===== config.mk =====
export PLATFORM = sky130hd
export DESIGN_NAME = frame_uart_tx
export DESIGN_NICKNAME = d
export VERILOG_FILES = /design/src/rtl/frame_uart_tx.sv
export SDC_FILE = /design/constraint.sdc
export NUM_CORES = 1
export LEC_CHECK = 0
export ABC_AREA = 1
export ABC_CLOCK_PERIOD_IN_PS = 2000
export CAP_MARGIN = 20
export CORE_UTILIZATION = 38
export CTS_CLUSTER_DIAMETER = 50
export CTS_CLUSTER_SIZE = 14
export DETAILED_ROUTE_END_ITERATION = 10
export SETUP_SLACK_MARGIN = 0.3
export SKIP_LAST_GASP = 1
export SLEW_MARGIN = 40
export SYNTH_ARGS = -nofsm -noshare
export SYNTH_HDL_FRONTEND = slang
export SYNTH_SLANG_ARGS = --single-unit

===== constraint.sdc =====
create_clock -name clk -period 2 [get_ports clk]
set_input_delay 0.2 -clock clk [delete_from_list [all_inputs] [get_ports clk]]
set_output_delay 0.2 -clock clk [all_outputs]
set_load 0.1 [all_outputs]

===== src/rtl/frame_uart_tx.sv =====
// Frame buffer read-back transmitter: sends header 0xA5 and then every pixel over UART 8N1.
// Optional macro FRAME_TX_CHECKSUM_EN appends the mod-256 sum of the pixel bytes.
module frame_uart_tx #(
   parameter int CLK_FREQ    = 50000000,
   parameter int BAUD_RATE   = 115200,
   parameter int PIXELS      = 256,
   parameter int ADDR_WIDTH  = 8,
   parameter int COLOR_DEPTH = 8
) (
   input  logic                   clk,
   input  logic                   rst,
   input  logic                   dump_req,
   output logic [ADDR_WIDTH-1:0]  rd_addr,
   input  logic [COLOR_DEPTH-1:0] rd_data,
   output logic                   tx,
   output logic                   busy,
   output logic                   done
);
   localparam int BAUD_DIV = CLK_FREQ / BAUD_RATE;
   localparam int CNT_W    = (BAUD_DIV > 1) ? $clog2(BAUD_DIV) : 1;
   localparam int BIT_W    = $clog2(COLOR_DEPTH + 2);

   localparam logic [CNT_W-1:0]       CNT_LAST      = CNT_W'(BAUD_DIV - 1);
   localparam logic [BIT_W-1:0]       BIT_LAST_DATA = BIT_W'(COLOR_DEPTH);
   localparam logic [BIT_W-1:0]       BIT_STOP      = BIT_W'(COLOR_DEPTH + 1);
   localparam logic [ADDR_WIDTH-1:0]  ADDR_LAST     = ADDR_WIDTH'(PIXELS - 1);
   localparam logic [COLOR_DEPTH-1:0] HEADER_BYTE   = COLOR_DEPTH'(8'hA5);

   typedef enum logic [2:0] {
      S_IDLE,
      S_HEADER,
      S_PIXEL,
`ifdef FRAME_TX_CHECKSUM_EN
      S_CHECKSUM,
`endif
      S_FINISH
   } state_t;

   state_t                 state;
   logic [CNT_W-1:0]       baud_cnt;
   logic [BIT_W-1:0]       bit_idx;
   logic [COLOR_DEPTH-1:0] shreg;
   logic                   last_pix;
`ifdef FRAME_TX_CHECKSUM_EN
   logic [COLOR_DEPTH-1:0] sum;
`endif

   // bit_idx: 0 = start, 1..COLOR_DEPTH = data (LSB first), COLOR_DEPTH+1 = stop.
   always_ff @(posedge clk) begin
      if (rst) begin
         state    <= S_IDLE;
         tx       <= 1'b1;
         busy     <= 1'b0;
         done     <= 1'b0;
         rd_addr  <= '0;
         baud_cnt <= '0;
         bit_idx  <= '0;
         shreg    <= '0;
         last_pix <= 1'b0;
`ifdef FRAME_TX_CHECKSUM_EN
         sum      <= '0;
`endif
      end else begin
         done <= 1'b0;
         case (state)
            S_IDLE: begin
               tx      <= 1'b1;
               busy    <= 1'b0;
               rd_addr <= '0;
               if (dump_req) begin
                  state    <= S_HEADER;
                  busy     <= 1'b1;
                  tx       <= 1'b0;
                  shreg    <= HEADER_BYTE;
                  baud_cnt <= '0;
                  bit_idx  <= '0;
                  last_pix <= 1'b0;
`ifdef FRAME_TX_CHECKSUM_EN
                  sum      <= '0;
`endif
               end
            end
`ifdef FRAME_TX_CHECKSUM_EN
            S_HEADER, S_PIXEL, S_CHECKSUM: begin
`else
            S_HEADER, S_PIXEL: begin
`endif
               if (baud_cnt != CNT_LAST) begin
                  baud_cnt <= baud_cnt + 1'b1;
               end else begin
                  baud_cnt <= '0;
                  if (bit_idx == BIT_STOP) begin
                     // End of stop bit: the next start bit follows with no gap.
                     bit_idx <= '0;
                     tx      <= 1'b0;
                     if (state == S_HEADER || (state == S_PIXEL && !last_pix)) begin
                        state    <= S_PIXEL;
                        shreg    <= rd_data;
                        last_pix <= (rd_addr == ADDR_LAST);
`ifdef FRAME_TX_CHECKSUM_EN
                        sum      <= sum + rd_data;
`endif
                     end
`ifdef FRAME_TX_CHECKSUM_EN
                     else if (state == S_PIXEL) begin
                        state <= S_CHECKSUM;
                        shreg <= sum;
                     end
`endif
                     else begin
                        state   <= S_FINISH;
                        tx      <= 1'b1;
                        busy    <= 1'b0;
                        done    <= 1'b1;
                        rd_addr <= '0;
                     end
                  end else begin
                     bit_idx <= bit_idx + 1'b1;
                     if (bit_idx == BIT_LAST_DATA) begin
                        tx <= 1'b1;
                        // Present the next pixel address for the whole stop bit.
                        if (state == S_PIXEL && !last_pix) begin
                           rd_addr <= rd_addr + 1'b1;
                        end
                     end else begin
                        tx    <= shreg[0];
                        shreg <= shreg >> 1;
                     end
                  end
               end
            end
            S_FINISH: begin
               state <= S_IDLE;
            end
            default: begin
               state <= S_IDLE;
            end
         endcase
      end
   end

endmodule


==> Word level (Yosys, flattened, before mapping) <==
Cells that the tools add are included.
{ "word_totals": {"register_bits": 36, "latch_bits": 0, "mem_bits_rw": 0, "rom_bits": 0, "output_inout_bits": 11, "mem_count": 0} }
{ "op_classes": {"n_addsub": 3, "mul": 0, "div_mod_pow": 0, "n_lt_le_gt_ge": 0, "n_eq_ne": 16, "n_shift": 0, "muxes": 40, "bitwise": 2, "reduce_logical": 15} }
{ "op_table": {"columns": ["operator", "n"], "rows": [
  ["2-to-1 mux 8 bit", 10],
  ["case mux 8 bit (2 select lines)", 2],
  ["2-to-1 mux 9 bit", 2],
  ["case mux 9 bit (2 select lines)", 1],
  ["inequality test 3 bit (second input constant)", 5],
  ["AND reduction 5 bit", 3],
  ["2-to-1 mux 1 bit", 14],
  ["2-to-1 mux 4 bit", 3],
  ["inequality test 2 bit (second input constant)", 5],
  ["adder 9 x 1 -> 9 bit (second input constant)", 1],
  ["2-to-1 mux 3 bit", 3],
  ["inequality test 9 bit (second input constant)", 1],
  ["adder 8 x 1 -> 8 bit (second input constant)", 1],
  ["equality test 4 bit (second input constant)", 2],
  ["equality test 8 bit (second input constant)", 1],
  ["case mux 4 bit (2 select lines)", 1],
  ["case mux 1 bit (2 select lines)", 3],
  ["case mux 3 bit (2 select lines)", 1],
  ["AND reduction 3 bit", 2],
  ["adder 4 x 1 -> 4 bit (second input constant)", 1],
  ["AND reduction 2 bit", 2],
  ["AND reduction 4 bit", 1],
  ["OR reduction 4 bit", 1],
  ["equality test 3 x 1 -> 1 bit (second input constant)", 1],
  ["other kinds (8)", 9]
]} }

==> Longest topological paths before layout <==
{ "depth": {"ltp_word": 7, "mapped_depth": 12, "depth_no_buf": 12} }

==> Least setup slack after synthesis <==
No wires, ideal clock.
{ "synth_path": {"path_kind": "reg2reg", "from": "reg rd_addr[0]", "to": "reg rd_addr[4]", "setup_ns": 0.130, "arrival_time_ns": 1.941, "required_ns": 1.870, "path_slack_ns": -0.071, "path_stages_with_launch": 9, "path_buffers": 0, "period_less_slack_ns": 2.071, "path_cell_list": "dfxtp_1 ha_1 nand2_1 nor2_1 nand2_1 nand3_1 nor2_1 nand3_1 a21oi_1"} }
{ "synth_via": {"elab_chain_cells": 6} }
{ "synth_lines": {"columns": ["item", "line_no", "rtl"], "rows": [
  ["from (decl)", "13", "output logic [ADDR_WIDTH-1:0] rd_addr,"],
  ["from (signal assigned)", "123", "rd_addr <= rd_addr + 1'b1;"],
  ["adder 8 x 1 -> 8 bit", "123", null],
  ["2-to-1 mux 8 bit", "122", "if (state == S_PIXEL && !last_pix) begin"],
  ["2-to-1 mux 8 bit", "119", "if (bit_idx == BIT_LAST_DATA) begin"],
  ["2-to-1 mux 8 bit", "92", "if (bit_idx == BIT_STOP) begin"],
  ["2-to-1 mux 8 bit", "88", "if (baud_cnt != CNT_LAST) begin"],
  ["case mux 8 bit (2 select lines)", "65", "case (state)"]
]} }
Every way passes these cells. The select of a mux whose other input is x is not followed.
A chain may end at the register's enable or synchronous reset.

==> Worst setup path after layout <==
{ "layout_path": {"from": "reg state[0]", "to": "reg rd_addr[7]"} }
{ "layout_via": {"elab_chain_cells": 5} }
{ "layout_lines": {"columns": ["item", "line_no", "rtl"], "rows": [
  ["from (decl)", "39", "state_t state;"],
  ["from (signal assigned)", "51", "state <= S_IDLE;"],
  ["from (signal assigned)", "71", "state <= S_HEADER;"],
  ["from (signal assigned)", "97", "state <= S_PIXEL;"],
  ["equality test 3 x 2 -> 1 bit", "65, 96, 122", null],
  ["logical AND 1 bit", "96, 122", null],
  ["logical OR 1 bit", "96", "if (state == S_HEADER || (state == S_PIXEL && !last_pix)) begin"],
  ["inequality test 3 bit (no line)", null, null],
  ["AND reduction 5 bit (no line)", null, null]
]} }
Parallel ways exist; a longest one is shown, timed or not.

==> impl_metrics.ini <==
[finish]
syn2layout_area_growth_pct = 24.0
diodes = 0
seqCellArea_um2 = 716
post_route_cells_drive_above_1_share = 0.201
multi_input_area_um2 = 1320
final_nets = 375
fin_cells = 423
n_fill_cell = 544

[logic_synthesis]
syn_area_per_cell_um2 = 6.66
yosys_warnings = 0
ys_seq_elements = 35
synth.most_common_cell = nand2_1
synthMuxAreaShare = 0
synth-xor-area-share = 0.0205
async_reset_ff_frac = 0
synthCells = 321
synthAdderAreaFrac = 0.0585
synthDistinctLibCells = 33
synth-compound-area-share = 0.0960
yosys.area_share.simple = 0.406
synth_area_leaders = dfxtp_1 33%, nand2_1 13%, nor2_1 9.1%
yosysTopAreaCell = dfxtp_1
seq_area_frac_synth = 0.328
synth_common_cells = 74 x nand2_1, 52 x nor2_1, 39 x inv_1
synth_top_area_frac = 0.328
synthFlopType = dfxtp_1
netlist_area_um2 = 2140
synth-edff-count = 0
syn_nets = 342
synth_top_family_by_area = simple AND/OR/NAND/NOR gates

[die]
start_util = 0.406
die_h_um = 77.0
io_pins = 22
rows = 26
die_area_um2 = 5930
core_area_um2 = 5270
die_width_um = 77.0

[global_route]
grtUsageTotal = 0.180
grt_pass1_vias = 1831
grt_overflow_total = 0
grt_pass1_wl_um = 8470
antenna_found_initial = 0
grt_start_max_net_pins = 17

[placement]
place_ws_ps = 88.0
port_buffers = 21
hpwl_um = 3640
gp_congestion = 0.879
dp.cells = 413

[cts]
clock-root-buffer = clkbuf_8
cts_hold_buffers = 0
cts_max_level = 2
clk_latency_ps = 290
cts_buffer_depth = 2
clk_pin_slew_ps = 70
cts_made_buffers = 5
cts_tree = done
clock-sinks = 35

[drt]
drt_wl_total_um = 5030
wire_per_inst_um = 11.9
drt-initial-drc-count = 121
drc = 0
vias_per_cell = 4.81
vias = 2033
drtAntennaViolNets = 0
dr.pass1.iters = 4

[power]
ir_drop_mv = 0.642
power_density_nw_per_um2 = 1070
total_power_mw = 2.83
leakagePower_nw = 1.10

[worst_setup_path]
crit_type = flip-flop to flip-flop
critPathMaxFanout = 7
required_ps = 2240
endpoint_kind = flip-flop
start_kind = flip-flop
arrival_ps = 1820

[timing]
period_share = 0.791
rsz0062_at_grt = no
finalSetupViolCount = 0
worst_pin_slew_ps = 290
relSlewSlack = 0.805
clock-skew-final_ps = 7.24
drv_slew = 0
period_needed_ps = 1580
hold_violations = 0
fmax_mhz = 632
final.setup.worst_slack_ps = 418
setup_tns_ps = 0
timing.hold.ws_ps = 478

[job]
cap_violations = 0

[hold_path]
hold_path_class = flip-flop to flip-flop

[status]
outcome = complete, no violations
-- registers in the layout (all words and copies together) (netlist names) --
register	cells
state	2
bit_idx	4
rd_addr	8
baud_cnt	9
busy	1
shreg	8
done	1
last_pix	1
tx	1
-- path summary, 6_finish.rpt --
check | startpoint | endpoint | slack [ps] | cells past startpoint
setup / recovery | state[0] | rd_addr[7] | 420 | 11
hold / removal | tx | tx | 480 | 2
setup reg to reg | state[0] | rd_addr[7] | 420 | 11
hold reg to reg | tx | tx | 480 | 2
-- routing by layer --
metal / GRT usage / wire length (µm)
met1: 0.245 / 2550
met2: 0.274 / 2220
met3: 0.0429 / 178
met4: 0.0679 / 74
met5: 0 / 0
-- worst max-delay path, cell delays in order, from the launching register on --
cell	delay, ps
dfxtp_2	360
inv_1	90
ha_1	230
nand2_1	120
nand2_1	70
nand2_1	90
nand2_1	120
nand2_4	120
nand3_4	110
nor2_1	110
nand2_1	60
nand2_1	60
-- what timing repair did --
action	4_1_cts	5_1_grt
buffers inserted	0	4
setup endpoints to repair	22	25
pin swaps	1	4
gates resized for setup	4	21
hold endpoints to repair	0	0
-- cells in the final DEF, fill, tap and decap left out, types with 3 or more instances in the layout --
cell,synthesis,final
nand2_1,74,74
nor2_1,52,48
inv_1,39,38
nand3_1,34,33
dfxtp_1,35,23
a21oi_1,22,22
buf_4,1,19
dfxtp_2,0,12
clkdlybuf4s50_1,0,10
o21ai_0,8,8
ha_1,10,8
nor2_2,3,5
nor2_4,3,5
clkbuf_8,0,5
nand2_2,6,4
xor2_1,4,4
nor3_1,5,4
nand2_4,2,3
nand4_1,3,3
-- cell type report --
cell class,instances,share of cell area
Multi-Input combinational cell,239,0.499
Inverter,41,0.0613
Sequential cell,35,0.270
Timing Repair Buffer,32,0.109
Tap cell,70,0.0330
Clock buffer,6,0.0274
-- where the power goes --
group	internal, mW	switching, mW
Clock	0.232	0.237
Combinational	0.519	0.942
Sequential	0.815	0.0806
Total	1.57	1.26
-- cells by family (layout without fill, tap and decap cells) --
| group | Yosys count | after routing |
|---|---|---|
| buffers and inverters | 47 | 79 |
| xor gates and xnor gates | 5 | 5 |
| adders and majority gates | 10 | 10 |
| DFF | 35 | 35 |
| and+or+nand+nor | 188 | 188 |
| AOI/OAI and AO/OA | 36 | 36 |
-- through the flow --
step	area (µm²)	utilization
floorplan	2150	-
global placement	2430	0.462
detailed placement	2430	0.462
CTS	2530	0.479
global route	2650	0.503
finish	2650	0.503
Power figures use the tool's default switching activity.
==> variant (same flow settings) <==
The 4 states of `state_t` get a one-hot encoding in 4 bits.
--- a/src/rtl/frame_uart_tx.sv
+++ b/src/rtl/frame_uart_tx.sv
@@ -27,12 +27,12 @@
    localparam logic [COLOR_DEPTH-1:0] HEADER_BYTE   = COLOR_DEPTH'(8'hA5);
 
-   typedef enum logic [2:0] {
-      S_IDLE,
-      S_HEADER,
-      S_PIXEL,
+   typedef enum logic [3:0] {
+      S_IDLE   = 4'b0001,
+      S_HEADER = 4'b0010,
+      S_PIXEL  = 4'b0100,
 `ifdef FRAME_TX_CHECKSUM_EN
       S_CHECKSUM,
 `endif
-      S_FINISH
+      S_FINISH = 4'b1000
    } state_t;
 
Check against the original RTL: no difference found for any inputs over 10 cycles, from zero or initial values and one cycle with rst high; not proved beyond that.
==> variant against the unedited design <==
Clock skew decreased by 0.62 ps. Sequential share of layout area rose by 1.8 points. Final area decreased by 1.8%. Worst setup slack worse by 3.3 ps. Sequential cell count grew 2. Area after synthesis down 0.35%. Clock power increased by 24%. Routed wire length down 3.7%. Power rose by 29%. Critical path type unchanged. Largest power group unchanged. Highest routed layer unchanged.
==> variant: results (changes against the unedited design) <==
The post-detailed-placement cell area is 0.00238 mm2 (-2.0%). The worst setup skew after layout came out at 6.63 ps (-0.616 ps). The fraction of final layout cells with drive strength greater than 1 came out at 0.220 (+0.0188). The start point of the worst hold path is busy$_SDFFE_PP0P_.

The count of cells along the worst register-to-register path came out at 9 (-2). The destination of the worst register-to-register timing path is rd_addr[0]$_SDFFE_PP0P_. The number of filler instances in the final layout came to 531 (-2.4%). The net count of the mapped netlist came out at 326 (-4.7%). The pre-CTS setup slack is 349 ps (+261 ps).

The final cell area excluding filler cells is 0.00260 mm2 (-1.8%). The internal reg-to-reg setup slack came out at 410 ps. The final routed wirelength across all metal layers came out at 4840 um (-3.7%). The reported leakage power came to 1.11 nW (+1.1%). The number of global-route vias before repair came out at 1,835 (+0.22%). The maximum vdd drop came out at 536 uV (-16%). The routability congestion estimate from global placement is 0.817 (-7.1%). The number of vias per cell after detailed routing came out at 4.83 (+0.44%). The sequential cell area fraction in the yosys report is 0.348 (+0.0199). The flow ran to the end, and the final reports show no timing, DRC or antenna violations. The source of the worst register-to-register timing path is bit_idx[1]$_SDFFE_PP0P_. The largest net degree at the start of global routing is 23 (+6). In the synthesized netlist, the cells that appear most often are 68 x sky130_fd_sc_hd__nand2_1, 39 x sky130_fd_sc_hd__nor2_1, 37 x sky130_fd_sc_hd__dfxtp_1.

In the post-synthesis netlist, the biggest area contributors are sky130_fd_sc_hd__dfxtp_1 35%, sky130_fd_sc_hd__nand2_1 12%, sky130_fd_sc_hd__nand3_1 8.2%. The total routing resource utilization after global routing came out at 0.175 (-0.00576). The data arrival time of the critical path is 1770 ps (-50 ps). The total placed cells including tap cells is 396 (-4.1%).

The DRC marker count from the first detailed-route iteration came out at 88 (-27%). The switching power share of the total came to 0.492 (+0.0461). The final net count is 357 (-4.8%). The slew of the pin with the lowest slew margin came to 285 ps (-5.31 ps).

The mean instance size in the synthesized netlist came out at 6.90 um2 (+3.5%). The maximum fanout along the worst path came out at 9 (+2).
==> variant: how the worst max path moves through the flow <==
| stage | start | slack [ps] | endpoint |
|---|---|---|---|
| finish | bit_idx[1]$_SDFFE_PP0P_ | 410 | rd_addr[0]$_SDFFE_PP0P_ |
| global route | baud_cnt[1]$_SDFFE_PP0N_ | 290 | shreg[5]$_SDFFE_PP0P_ |
| CTS | baud_cnt[0]$_SDFFE_PP0N_ | 330 | rd_addr[0]$_SDFFE_PP0P_ |
| detailed placement | baud_cnt[0]$_SDFFE_PP0N_ | 350 | rd_addr[0]$_SDFFE_PP0P_ |
| global placement | bit_idx[1]$_SDFFE_PP0P_ | 370 | shreg[1]$_SDFFE_PP0P_ |
| floorplan | rd_addr[5]$_SDFFE_PP0P_ | 310 | rd_addr[6]$_SDFFE_PP0P_ |
==> variant: power groups by stage <==
stage,clock (mW),combinational (mW),sequential [mW]
floorplan,0,1.42,1.21
global placement,0,1.94,0.997
detailed placement,0,1.95,0.996
CTS,0.600,1.96,0.979
global route,0.638,2.32,1.01
finish,0.582,2.07,0.989
==> variant: logic make-up after synthesis <==
group                      after synthesis  synth area share
buffers and inverters                   43            0.0857
xor gates and xnor gates                 3            0.0123
AOI/OAI and AO/OA                       46             0.115
adders and majority gates                6            0.0352
and+or+nand+nor                        174             0.404
DFF                                     37             0.348
==> variant: what timing repair did <==
| action | in CTS | in global routing |
|---|---|---|
| hold endpoints to repair | 0 | 0 |
| setup endpoints to repair | 0 | 24 |
| gates resized for setup | 0 | 18 |
| buffers inserted | 0 | 5 |
==> variant: routing by layer <==
layer / GRT usage / wire length (um) / vias up
met2: 0.265 / 2140 / 25
met3: 0.0286 / 122 / 5
li1: - / - / 1072
met4: 0.0615 / 29 / 0
met5: 0 / 0 / -
met1: 0.247 / 2550 / 882
==> variant: worst max-delay path, cell delays in order, from the launching register on <==
cell and delay, ps:
sky130_fd_sc_hd__dfxtp_1 310, sky130_fd_sc_hd__inv_1 110, sky130_fd_sc_hd__ha_2 210, sky130_fd_sc_hd__nand3_4 120, sky130_fd_sc_hd__nand2_4 170, sky130_fd_sc_hd__nand2_1 80, sky130_fd_sc_hd__nand2_2 160, sky130_fd_sc_hd__nand2_4 110
sky130_fd_sc_hd__o21ai_0 160, sky130_fd_sc_hd__nor2_1 50
==> variant: area by class of cell <==
cell class	instances	area, um2	share of cell area
clock inverter	1	5.00	0.00192
tap	70	87.6	0.0336
inverter	36	141	0.0543
timing repair buffer	30	280	0.108
sequential	37	751	0.288
multi-input combinational	230	1240	0.477
clock buffer	7	96.3	0.0370
